<file path="src/rtl/video_timing_pkg.sv">
// Shared types, XGA defaults and timing helpers for the video timing generator.
package video_timing_pkg;

    localparam int unsigned TIM_W = 13;
    localparam int unsigned SUM_W = TIM_W + 2;

    typedef struct packed {
        logic [TIM_W-1:0] active;
        logic [TIM_W-1:0] fporch;
        logic [TIM_W-1:0] sync;
        logic [TIM_W-1:0] bporch;
    } timing_t;

    typedef enum logic {
        S_IDLE = 1'b0,
        S_RUN  = 1'b1
    } vtg_state_t;

    // XGA 1024x768 @ 60 Hz
    localparam int unsigned XGA_H_ACTIVE = 1024;
    localparam int unsigned XGA_H_FPORCH = 24;
    localparam int unsigned XGA_H_SYNC   = 136;
    localparam int unsigned XGA_H_BPORCH = 160;
    localparam int unsigned XGA_V_ACTIVE = 768;
    localparam int unsigned XGA_V_FPORCH = 3;
    localparam int unsigned XGA_V_SYNC   = 6;
    localparam int unsigned XGA_V_BPORCH = 29;

    localparam logic [SUM_W-1:0] SPAN_MAX = SUM_W'(1) << TIM_W;

    function automatic logic [SUM_W-1:0] timing_span(input timing_t t);
        return SUM_W'(t.active) + SUM_W'(t.fporch) + SUM_W'(t.sync) + SUM_W'(t.bporch);
    endfunction

    // Active and sync must be non-empty; the total must fit the counter range.
    function automatic logic timing_valid(input timing_t t);
        return (t.active != '0) && (t.sync != '0) && (timing_span(t) <= SPAN_MAX);
    endfunction

endpackage

</file>
<file path="src/rtl/timing_axis.sv">
// One counter axis: next-count, wrap detect and active/sync decode of the next count.
module timing_axis
    import video_timing_pkg::*;
(
    input  logic [TIM_W-1:0] count,
    input  logic             step,
    input  logic             restart,
    input  timing_t          tim,
    input  logic             pol,
    output logic [TIM_W-1:0] count_nxt_c,
    output logic             at_last_c,
    output logic             in_active_c,
    output logic             in_sync_c
);

    logic [SUM_W-1:0] span_c;
    logic [SUM_W-1:0] sync_lo_c;
    logic [SUM_W-1:0] sync_hi_c;
    logic [SUM_W-1:0] nxt_w_c;

    always_comb begin
        span_c    = timing_span(tim);
        sync_lo_c = SUM_W'(tim.active) + SUM_W'(tim.fporch);
        sync_hi_c = sync_lo_c + SUM_W'(tim.sync);
        at_last_c = (SUM_W'(count) == (span_c - SUM_W'(1)));

        count_nxt_c = count;
        if (restart || (step && at_last_c)) begin
            count_nxt_c = '0;
        end else if (step) begin
            count_nxt_c = count + TIM_W'(1);
        end

        // Decode describes the count about to be registered, not the current one.
        nxt_w_c     = SUM_W'(count_nxt_c);
        in_active_c = (nxt_w_c < SUM_W'(tim.active));
        in_sync_c   = ((nxt_w_c >= sync_lo_c) && (nxt_w_c < sync_hi_c)) ? pol : ~pol;
    end

endmodule

</file>
<file path="src/rtl/video_timing_gen.sv">
// Runtime-programmable sync/position generator; staged timing is applied only at frame start.
module video_timing_gen
    import video_timing_pkg::*;
#(
    parameter int unsigned W        = TIM_W,
    parameter int unsigned H_ACTIVE = XGA_H_ACTIVE,
    parameter int unsigned H_FPORCH = XGA_H_FPORCH,
    parameter int unsigned H_SYNC   = XGA_H_SYNC,
    parameter int unsigned H_BPORCH = XGA_H_BPORCH,
    parameter int unsigned V_ACTIVE = XGA_V_ACTIVE,
    parameter int unsigned V_FPORCH = XGA_V_FPORCH,
    parameter int unsigned V_SYNC   = XGA_V_SYNC,
    parameter int unsigned V_BPORCH = XGA_V_BPORCH,
    parameter bit          H_POL    = 1'b0,
    parameter bit          V_POL    = 1'b0
) (
    input  logic         CLK,
    input  logic         RST,
    input  logic         CE,
    input  logic         CFG_LOAD,
    input  logic [W-1:0] CFG_H_ACTIVE,
    input  logic [W-1:0] CFG_H_FPORCH,
    input  logic [W-1:0] CFG_H_SYNC,
    input  logic [W-1:0] CFG_H_BPORCH,
    input  logic [W-1:0] CFG_V_ACTIVE,
    input  logic [W-1:0] CFG_V_FPORCH,
    input  logic [W-1:0] CFG_V_SYNC,
    input  logic [W-1:0] CFG_V_BPORCH,
    output logic         CFG_PENDING,
    output logic         CFG_ERR,
    output logic         HSYNC,
    output logic         VSYNC,
    output logic         ACTIVE,
    output logic         LINE_START,
    output logic         FRAME_START,
    output logic [W-1:0] h,
    output logic [W-1:0] v
);

    localparam timing_t DEF_H = '{active: TIM_W'(H_ACTIVE), fporch: TIM_W'(H_FPORCH),
                                  sync:   TIM_W'(H_SYNC),   bporch: TIM_W'(H_BPORCH)};
    localparam timing_t DEF_V = '{active: TIM_W'(V_ACTIVE), fporch: TIM_W'(V_FPORCH),
                                  sync:   TIM_W'(V_SYNC),   bporch: TIM_W'(V_BPORCH)};

    vtg_state_t state, state_nxt;
    timing_t    live_h, live_v, pend_h, pend_v;
    timing_t    cfg_h_c, cfg_v_c;
    logic       cfg_ok_c;

    logic             advance_c, start_c, apply_c, h_step_c, v_step_c;
    logic [TIM_W-1:0] h_nxt_c, v_nxt_c;
    logic             h_last_c, v_last_c;
    logic             h_act_c, v_act_c, h_sync_c, v_sync_c;

    always_comb begin
        cfg_h_c  = '{active: TIM_W'(CFG_H_ACTIVE), fporch: TIM_W'(CFG_H_FPORCH),
                     sync:   TIM_W'(CFG_H_SYNC),   bporch: TIM_W'(CFG_H_BPORCH)};
        cfg_v_c  = '{active: TIM_W'(CFG_V_ACTIVE), fporch: TIM_W'(CFG_V_FPORCH),
                     sync:   TIM_W'(CFG_V_SYNC),   bporch: TIM_W'(CFG_V_BPORCH)};
        cfg_ok_c = timing_valid(cfg_h_c) && timing_valid(cfg_v_c);
    end

    always_ff @(posedge CLK) begin
        if (RST) begin
            state <= S_IDLE;
        end else begin
            state <= state_nxt;
        end
    end

    always_comb begin
        state_nxt = state;
        advance_c = 1'b0;
        start_c   = 1'b0;
        apply_c   = 1'b0;
        h_step_c  = 1'b0;
        v_step_c  = 1'b0;
        case (state)
            S_IDLE: begin
                if (CE) begin
                    state_nxt = S_RUN;
                    advance_c = 1'b1;
                    start_c   = 1'b1;
                    apply_c   = 1'b1;
                end
            end
            S_RUN: begin
                if (CE) begin
                    advance_c = 1'b1;
                    h_step_c  = 1'b1;
                    v_step_c  = h_last_c;
                    apply_c   = h_last_c && v_last_c;
                end
            end
            default: state_nxt = S_IDLE;
        endcase
    end

    // Decoding with live timing is safe on apply: (0,0) decodes the same under any valid timing.
    timing_axis u_h_axis (
        .count       (TIM_W'(h)),
        .step        (h_step_c),
        .restart     (start_c),
        .tim         (live_h),
        .pol         (H_POL),
        .count_nxt_c (h_nxt_c),
        .at_last_c   (h_last_c),
        .in_active_c (h_act_c),
        .in_sync_c   (h_sync_c)
    );

    timing_axis u_v_axis (
        .count       (TIM_W'(v)),
        .step        (v_step_c),
        .restart     (start_c),
        .tim         (live_v),
        .pol         (V_POL),
        .count_nxt_c (v_nxt_c),
        .at_last_c   (v_last_c),
        .in_active_c (v_act_c),
        .in_sync_c   (v_sync_c)
    );

    always_ff @(posedge CLK) begin
        if (RST) begin
            h           <= '0;
            v           <= '0;
            ACTIVE      <= 1'b0;
            LINE_START  <= 1'b0;
            FRAME_START <= 1'b0;
            HSYNC       <= ~H_POL;
            VSYNC       <= ~V_POL;
            CFG_PENDING <= 1'b0;
            CFG_ERR     <= 1'b0;
            live_h      <= DEF_H;
            live_v      <= DEF_V;
            pend_h      <= DEF_H;
            pend_v      <= DEF_V;
        end else begin
            CFG_ERR <= CFG_LOAD && !cfg_ok_c;
            if (advance_c) begin
                h           <= W'(h_nxt_c);
                v           <= W'(v_nxt_c);
                ACTIVE      <= h_act_c && v_act_c;
                HSYNC       <= h_sync_c;
                VSYNC       <= v_sync_c;
                LINE_START  <= (h_nxt_c == '0);
                FRAME_START <= (h_nxt_c == '0) && (v_nxt_c == '0);
            end
            // A load in the apply cycle lands in pending; the old pending set goes live.
            if (apply_c) begin
                live_h <= pend_h;
                live_v <= pend_v;
            end
            if (CFG_LOAD && cfg_ok_c) begin
                pend_h      <= cfg_h_c;
                pend_v      <= cfg_v_c;
                CFG_PENDING <= 1'b1;
            end else if (apply_c) begin
                CFG_PENDING <= 1'b0;
            end
        end
    end

endmodule

</file>
<file path="config.mk">
export PLATFORM = sky130hd
export DESIGN_NAME = video_timing_gen
export DESIGN_NICKNAME = d
export VERILOG_FILES = /design/src/rtl/video_timing_pkg.sv /design/src/rtl/timing_axis.sv /design/src/rtl/video_timing_gen.sv
export SDC_FILE = /design/constraint.sdc
export NUM_CORES = 1
export LEC_CHECK = 0
export CORE_ASPECT_RATIO = 0.8
export CORE_UTILIZATION = 50
export CTS_CLUSTER_SIZE = 14
export DETAILED_ROUTE_END_ITERATION = 8
export HOLD_SLACK_MARGIN = 0.15
export PLACE_DENSITY = 0.73
export SYNTH_ARGS = -nofsm -noshare
export SYNTH_HDL_FRONTEND = slang
export SYNTH_SLANG_ARGS = --single-unit
</file>
<file path="constraint.sdc">
create_clock -name CLK -period 7.07 [get_ports CLK]
set_clock_uncertainty 0.2 [all_clocks]
set_input_delay 1.414 -clock CLK [delete_from_list [all_inputs] [get_ports CLK]]
set_output_delay 1.414 -clock CLK [all_outputs]
set_load 0.005 [all_outputs]
</file>
# Word level (Yosys, flattened, before mapping)
# Index checks and enable logic that the tools add are counted.
word_totals:
  elab_cells: 93
  ff_bits: 242
  output_inout_bits: 33
op_classes:
  n_mux: 16
  n_bitwise: 1
  magnitude_cmp: 8
  n_reduce_logical: 24
  add_sub_neg: 16
  n_eq_ne: 2
ops:
  columns: ["operator", "n"]
  rows:
  - ["$add 14x13->15", 4]
  - ["$add 15x13->15", 4]
  - ["$add 13x13->14", 4]
  - ["$mux 13", 4]
  - ["$reduce_bool 13->1", 4]
  - ["$eq 13x15->1", 2]
  - ["$ge 13x15->1", 2]
  - ["$le 15x14->1 const B", 2]
  - ["$lt 13x15->1", 2]
  - ["$sub 15x1->15 const B", 2]
  - ["$add 13x1->13 const B", 2]
  - ["$logic_not 13->1", 2]
  - ["$lt 13x13->1", 2]
  - ["$logic_and 1x1->1", 14]
  - ["$mux 1", 11]
  - ["$logic_or 1x1->1", 2]
  - ["$pmux 1 s2", 1]
  - ["$reduce_bool 2->1", 1]
  - ["$logic_not 1->1", 1]
  - ["$not 1->1", 1]

# Depth between registers and ports, before layout
depth:
  word_depth: 13
  mapped_depth: 43
  depth_no_buf: 42

# Modules after synthesis
# Synthesis repeated with hierarchy kept, for this count alone.
unflattened:
  cells_unflattened: 2287
  area_unflattened_um2: 18496.5
by_module_without_submodules:
  columns: ["mod", "cells_each", "area_per_inst_um2", "instances"]
  rows:
  - ["video_timing_gen", 1305, 11453.5, 1]
  - ["timing_axis at u_v_axis", 497, 3565.9, 1]
  - ["timing_axis at u_h_axis", 485, 3477.1, 1]

# Worst setup path before layout
# Ideal clock, no wire load.
synth_path:
  path_kind: "register -> register"
  start: "register live_h[39] (netlist name)"
  end: "register VSYNC"
  path_stages_with_launch: 42
  synth_period_minus_slack_ns: 7.650
  path_slack_ns: -0.580
  arrival_time_ns: 7.393
  required_ns: 6.813
  path_cell_list: "dfxtp_1 -> ha_1 -> inv_1 -> fa_1 -> inv_1 -> a21oi_1 -> o21bai_1 -> a21oi_1 -> o21bai_1 -> a21oi_1 -> o21ai_0 -> xor2_1 -> ha_1 -> nand3_1 -> nand2_1 -> a41o_1 -> o41a_1 -> xor2_1 -> [... 6 more ...] -> nor4_2 -> o2111ai_2 -> nor2_2 -> a21boi_2 -> clkbuf_1 -> nor2b_1 -> ha_1 -> nor2b_1 -> o21a_1 -> o21a_1 -> o21a_1 -> o21ai_0 -> a21oi_1 -> a211o_1 -> a21oi_1 -> o21ai_0 -> a31oi_1 -> or3_1"
synth_via:
  elab_chain_len: 13
  word_cells_on_any_way: 15
synth_lines:
  columns: ["item", "line_no", "rtl"]
  rows:
  - ["start, declared", "video_timing_gen.sv:46", "timing_t live_h, live_v, pend_h, pend_v;"]
  - ["start signal, assigned", "video_timing_gen.sv:152", "live_h <= pend_h;"]
  - ["$add 13x13->14 *", "video_timing_pkg.sv:32", "return SUM_W'(t.active) + SUM_W'(t.fporch) + SUM_W'(t.sync) + SUM_W'(t.bporch);"]
  - ["$add 14x13->15 *", "video_timing_pkg.sv:32", null]
  - ["$add 15x13->15 *", "video_timing_pkg.sv:32", null]
  - ["$sub 15x1->15 *", "timing_axis.sv:25", "at_last_c = (SUM_W'(count) == (span_c - SUM_W'(1)));"]
  - ["$eq 13x15->1 *", "timing_axis.sv:25", null]
  - ["$mux 1 *", "video_timing_gen.sv:88", "if (CE) begin"]
  - ["$mux 1 *", "video_timing_gen.sv:78", "case (state)"]
  - ["$logic_and 1x1->1", "timing_axis.sv:28", "if (restart || (step && at_last_c)) begin"]
  - ["$logic_or 1x1->1", "timing_axis.sv:28", null]
  - ["$mux 13 *", "timing_axis.sv:28", null]
  - ["net u_v_axis.count_nxt_c[1]", "timing_axis.sv:10", "output logic [TIM_W-1:0] count_nxt_c,"]
  - ["$ge 13x15->1 or $lt 13x15->1 (tied branches)", "timing_axis.sv:37", "in_sync_c = ((nxt_w_c >= sync_lo_c) && (nxt_w_c < sync_hi_c)) ? pol : ~pol;"]
  - ["$logic_and 1x1->1 *", "timing_axis.sv:37", null]
  - ["$mux 1 *", "timing_axis.sv:37", null]
  - ["end signal, assigned", "video_timing_gen.sv:132", "VSYNC <= ~V_POL;"]
  - ["end signal, assigned", "video_timing_gen.sv:146", "VSYNC <= v_sync_c;"]
  - ["end, declared", "video_timing_gen.sv:32", "output logic VSYNC,"]
# The timed path passes the listed nets; every way through them passes the cells marked *.
# A chain may end at the register's enable or synchronous reset.

# Worst setup path after layout
layout_path:
  start: "register live_h[27] (netlist name)"
  end: "register VSYNC"
# Same word-level chain as after synthesis.

==> metrics.txt <==
# TYPE chip_impl_metric gauge
chip_impl_info{name="outcome",value="complete, but fails checks"} 1
chip_impl_info{name="violations",value="negative setup slack"} 1
chip_impl_metric{name="numCtsBuffers",unit=""} 26
chip_impl_metric{name="final-setup-viol-count",unit=""} 3
chip_impl_info{name="busiest_layer",value="met1"} 1
chip_impl_info{name="setup.worst_path.start",value="live_h[27]"} 1
chip_impl_metric{name="finalHoldWorstSlack",unit="ns"} 0.273
chip_impl_metric{name="num_rows",unit=""} 61
chip_impl_metric{name="drv_slew",unit=""} 0
chip_impl_metric{name="totalWireLength",unit="um"} 52800
chip_impl_metric{name="final.period_utilization",unit="%"} 106
chip_impl_metric{name="clk_path_buf_depth",unit=""} 3
chip_impl_metric{name="post_synth_fa_ha_maj_area_fraction",unit="%"} 21.2
chip_impl_info{name="worst_r2r_endpoint",value="VSYNC"} 1
chip_impl_metric{name="routed_via_density",unit=""} 5.58
chip_impl_metric{name="pwr-share-seq",unit="%"} 34.2
chip_impl_metric{name="combinationalPowerShare",unit="%"} 32.6
chip_impl_metric{name="cp_max_fo",unit=""} 8
chip_impl_metric{name="clk-insertion-delay-late",unit="ns"} 0.57
chip_impl_metric{name="syn-num-nets",unit=""} 2373
chip_impl_metric{name="globalRouteMet2Util",unit="%"} 41.9
chip_impl_info{name="worstHoldPathType",value="flip-flop to flip-flop"} 1
chip_impl_metric{name="critPathRequiredTime",unit="ns"} 7.39
chip_impl_metric{name="chipHeight",unit="um"} 170
chip_impl_metric{name="post_dp_cell_area",unit="um^2"} 21100
chip_impl_metric{name="cts.sinks",unit=""} 242
chip_impl_metric{name="antenna-diode-count",unit=""} 0
chip_impl_metric{name="postLayoutSetupSlackWorst",unit="ns"} -0.400
chip_impl_info{name="synth_top_family_by_area",value="adder cells"} 1
chip_impl_metric{name="grt-ovfl-total",unit=""} 0
chip_impl_metric{name="worst-r2r-cell-count",unit=""} 41
chip_impl_info{name="setup_repair_after_global_routing_missed_its_margin",value="true"} 1
chip_impl_metric{name="synth_edf_count",unit=""} 0
chip_impl_info{name="critical_path.endpoint",value="VSYNC"} 1
chip_impl_metric{name="period_needed",unit="ns"} 7.47
chip_impl_metric{name="via_count_of_the_first_global_routing_pass",unit=""} 15100
chip_impl_info{name="clock_tree_from_tritoncts",value="yes"} 1
chip_impl_metric{name="antenna_violations_before_repair",unit=""} 0
chip_impl_metric{name="portBuffers",unit=""} 140
chip_impl_metric{name="ys_ff_latch",unit=""} 242
chip_impl_metric{name="drive_gt1_share",unit="%"} 17.6
chip_impl_metric{name="detailroute.via_count",unit=""} 15800
chip_impl_metric{name="floorplan.die_area",unit="um^2"} 36200
chip_impl_info{name="crit_top_cell",value="sky130_fd_sc_hd__a21oi_2"} 1
chip_impl_metric{name="async_reset_ff_share",unit="%"} 0
chip_impl_info{name="ys_dominant_reg_cell",value="sky130_fd_sc_hd__dfxtp_1"} 1
chip_impl_metric{name="ys_types",unit=""} 86
chip_impl_metric{name="groute.layer.met3.usage",unit="%"} 4.15
chip_impl_metric{name="placed_cells",unit=""} 2759
chip_impl_metric{name="total_leakage_power",unit="nW"} 10.1
chip_impl_metric{name="instances_no_fill",unit=""} 2834
chip_impl_metric{name="final_nets",unit=""} 2716
chip_impl_metric{name="power_switching",unit="mW"} 1.39
chip_impl_metric{name="gp_congestion",unit=""} 0.911
chip_impl_metric{name="worst_setup_hold_path_clk_slew",unit="ns"} 0.07
chip_impl_info{name="criticalPathCategory",value="flip-flop to flip-flop"} 1
chip_impl_info{name="end_kind",value="flip-flop"} 1
chip_impl_metric{name="maxCapViolations",unit=""} 0
chip_impl_metric{name="final_antenna_net_count",unit=""} 0
chip_impl_metric{name="grt_use_met1",unit="%"} 44.3
chip_impl_metric{name="synth-seq-area-share",unit="%"} 27.3
chip_impl_metric{name="post_drt_wl_per_cell",unit="um"} 18.6
chip_impl_metric{name="fin_total_pwr",unit="mW"} 4.24
chip_impl_metric{name="cts_stage_hold_buffer_count",unit=""} 0
chip_impl_info{name="slowest_stage",value="sky130_fd_sc_hd__o41a_1"} 1
chip_impl_metric{name="syn_inst",unit=""} 2000
chip_impl_metric{name="vdd.ir_drop.worst",unit="mV"} 0.184
chip_impl_metric{name="drt_drc_violations_left",unit=""} 0
chip_impl_metric{name="grt_start_max_net_pins",unit=""} 106
chip_impl_metric{name="syn-mean-instance-area",unit="um^2"} 8.86
chip_impl_metric{name="dpl.hpwl",unit="um"} 41600
chip_impl_metric{name="power-per-cell-area",unit="nW/um^2"} 186
chip_impl_metric{name="drt_first_iter_violations",unit=""} 1094
chip_impl_info{name="final_common_cell",value="sky130_fd_sc_hd__nor2_1"} 1
chip_impl_metric{name="clock_power_share",unit="%"} 33.2
chip_impl_metric{name="htree_num_levels",unit=""} 1
chip_impl_metric{name="synthesis_to_finish_area_growth",unit="%"} 28.5
chip_impl_metric{name="global_route.usage.total",unit="%"} 28.8
chip_impl_metric{name="cp_slowest_stage_delay",unit="ns"} 0.37
chip_impl_metric{name="endpoints_failing_hold",unit=""} 0
chip_impl_metric{name="yosys_warnings",unit=""} 0
chip_impl_metric{name="global_route_wire_length_before_repair",unit="um"} 81500
chip_impl_metric{name="cell_internal_pwr",unit="mW"} 2.85
chip_impl_info{name="mostFrequentLayoutCells",value="sky130_fd_sc_hd__nor2_1, sky130_fd_sc_hd__dfxtp_1, sky130_fd_sc_hd__buf_4"} 1
chip_impl_metric{name="tns",unit="ns"} -1.07
chip_impl_metric{name="postLayoutCellArea",unit="um^2"} 22800
chip_impl_metric{name="fp.coreArea",unit="um^2"} 34800
chip_impl_metric{name="synth_compound_area_share",unit="%"} 12.2
chip_impl_metric{name="firstDrtPassIters",unit=""} 5
chip_impl_metric{name="post-route-util",unit="%"} 65.4
chip_impl_metric{name="power.share.switching",unit="%"} 32.8
chip_impl_metric{name="ff2ff_setup_slack",unit="ns"} -0.40
chip_impl_metric{name="fmaxAchievable",unit="GHz"} 0.134
chip_impl_metric{name="start_util",unit="%"} 50.9
chip_impl_metric{name="die-width",unit="um"} 212
chip_impl_metric{name="maxSlewHeadroom",unit="%"} 32.1
chip_impl_metric{name="num_io_pins",unit=""} 141
chip_impl_metric{name="synth.cell_area",unit="um^2"} 17700
chip_impl_metric{name="critical_path_arrival",unit="ns"} 7.79
chip_impl_metric{name="worst-slew-pin-transition",unit="ns"} 1.02
chip_impl_metric{name="placement.setup.worst_slack",unit="ns"} -0.877
chip_impl_metric{name="post_synth_mux_area_share",unit="%"} 12.2
chip_impl_info{name="critical_path.reg2reg.startpoint",value="live_h[27]"} 1
chip_impl_metric{name="basic_gate_share_of_the_synthesized_area_counting_and_or_nand_and_nor_cells",unit="%"} 15.6
chip_impl_info{name="crit_path_start_kind",value="flip-flop"} 1
chip_impl_info{name="ctsRootBufferMaster",value="sky130_fd_sc_hd__clkbuf_16"} 1
chip_impl_metric{name="xor_and_xnor_area_share_after_synthesis",unit="%"} 5.73
## timing repair
item                       4_1_cts  5_1_grt
cloned                           0        1
pin swaps                       57       29
buffers inserted                19       10
setup endpoints to repair       53       78
resized for setup               72       70
## state kept, by name, summed over array words and instances, names as in the netlist, 13 cells and up
register  cells
pend_v       52
v            13
pend_h       52
live_v       52
live_h       52
h            13
## worst min path at each step
stage                          start         end  slack [ns]  cells past startpoint
final                     pend_h[20]  live_h[20]        0.27                      2
after global routing      pend_h[30]  pend_h[30]        0.29                      2
after CTS                 pend_h[20]  live_h[20]        0.27                      2
after detailed placement  pend_h[30]  pend_h[30]        0.26                      2
after global placement    pend_h[29]  live_h[29]        0.25                      2
after floorplan           pend_h[16]  live_h[16]        0.24                      2
## layer usage
metal | vias up | wire [um]
li1 | 7643 | -
met1 | 7585 | 26500
met2 | 508 | 21900
met3 | 66 | 3450
met4 | 0 | 917
met5 | - | 0
## synth_stat cells (4+ instances only)
master                      count  share of area, %
sky130_fd_sc_hd__dfxtp_1      242                27
sky130_fd_sc_hd__o21bai_1       9              0.38
sky130_fd_sc_hd__nor2_1       266               5.6
sky130_fd_sc_hd__o22a_1         4              0.20
sky130_fd_sc_hd__a211oi_1      11              0.47
sky130_fd_sc_hd__mux2i_1      216                12
sky130_fd_sc_hd__nand4_1       25              0.88
sky130_fd_sc_hd__a21o_1        33               1.4
sky130_fd_sc_hd__buf_2         16              0.45
sky130_fd_sc_hd__a31oi_1       12              0.42
sky130_fd_sc_hd__nor4_1        14              0.49
sky130_fd_sc_hd__fa_1          58               6.6
sky130_fd_sc_hd__nand2_1      105               2.2
sky130_fd_sc_hd__xor2_1        54               2.7
sky130_fd_sc_hd__xnor2_1       62               3.1
sky130_fd_sc_hd__clkbuf_1      35              0.74
sky130_fd_sc_hd__nor3b_1        4              0.17
sky130_fd_sc_hd__nand2b_1      20              0.71
sky130_fd_sc_hd__o21a_1        16              0.68
sky130_fd_sc_hd__inv_1        161               3.4
sky130_fd_sc_hd__or2_2         11              0.39
sky130_fd_sc_hd__and2_1        10              0.35
sky130_fd_sc_hd__ha_1         207                15
sky130_fd_sc_hd__nor2b_1       31               1.1
sky130_fd_sc_hd__nand3_1       28              0.79
sky130_fd_sc_hd__o211ai_1       9              0.38
sky130_fd_sc_hd__o21ai_0       68               1.9
sky130_fd_sc_hd__o311ai_0       5              0.25
sky130_fd_sc_hd__a2111oi_0      6              0.30
sky130_fd_sc_hd__buf_4          9              0.38
sky130_fd_sc_hd__or3_1          6              0.21
sky130_fd_sc_hd__and4_1         4              0.20
sky130_fd_sc_hd__a21boi_0       5              0.21
sky130_fd_sc_hd__a21oi_1      100               2.8
sky130_fd_sc_hd__buf_6          8              0.51
sky130_fd_sc_hd__nor3_1        55               1.6
## cells by family (layout without fill, tap and decap cells)
family | count (synthesis) | in the layout
and+or+nand+nor | 598 | 598
AOI/OAI and AO/OA | 329 | 329
adders and majority gates | 265 | 265
DFF | 242 | 242
buffers and inverters | 234 | 596
muxes | 216 | 216
xor gates and xnor gates | 116 | 116
## layout make-up
cell class                 count  area, um^2
tap                          472         591
multi-input combinational   1524       12400
clock buffer                  34         711
sequential                   242        4850
timing repair buffer         387        3410
inverter                     162         608
fill                        2874       12000
clock inverter                13         165
## power by group through the flow
stage / Sequential [mW] / Clock, mW / Combinational [mW]
final: 1.45 / 1.41 / 1.38
after global routing: 1.45 / 1.47 / 1.52
after CTS: 1.45 / 1.42 / 1.34
after detailed placement: 1.48 / 0 / 1.31
after global placement: 1.48 / 0 / 1.27
after floorplan: 1.46 / 0 / 0.893
## critical path, delay by kind of cell (launching register included)
kind / cells / cell delay, ns
AND/OR/NAND/NOR: 9 / 1.04
buffers and inverters: 5 / 0.73
flip-flops: 1 / 0.33
adder cells (fa/ha/maj): 4 / 0.96
AO/OA/AOI/OAI: 21 / 3.75
XOR/XNOR: 2 / 0.41
No activity file was read; power rests on OpenSTA's default activity.
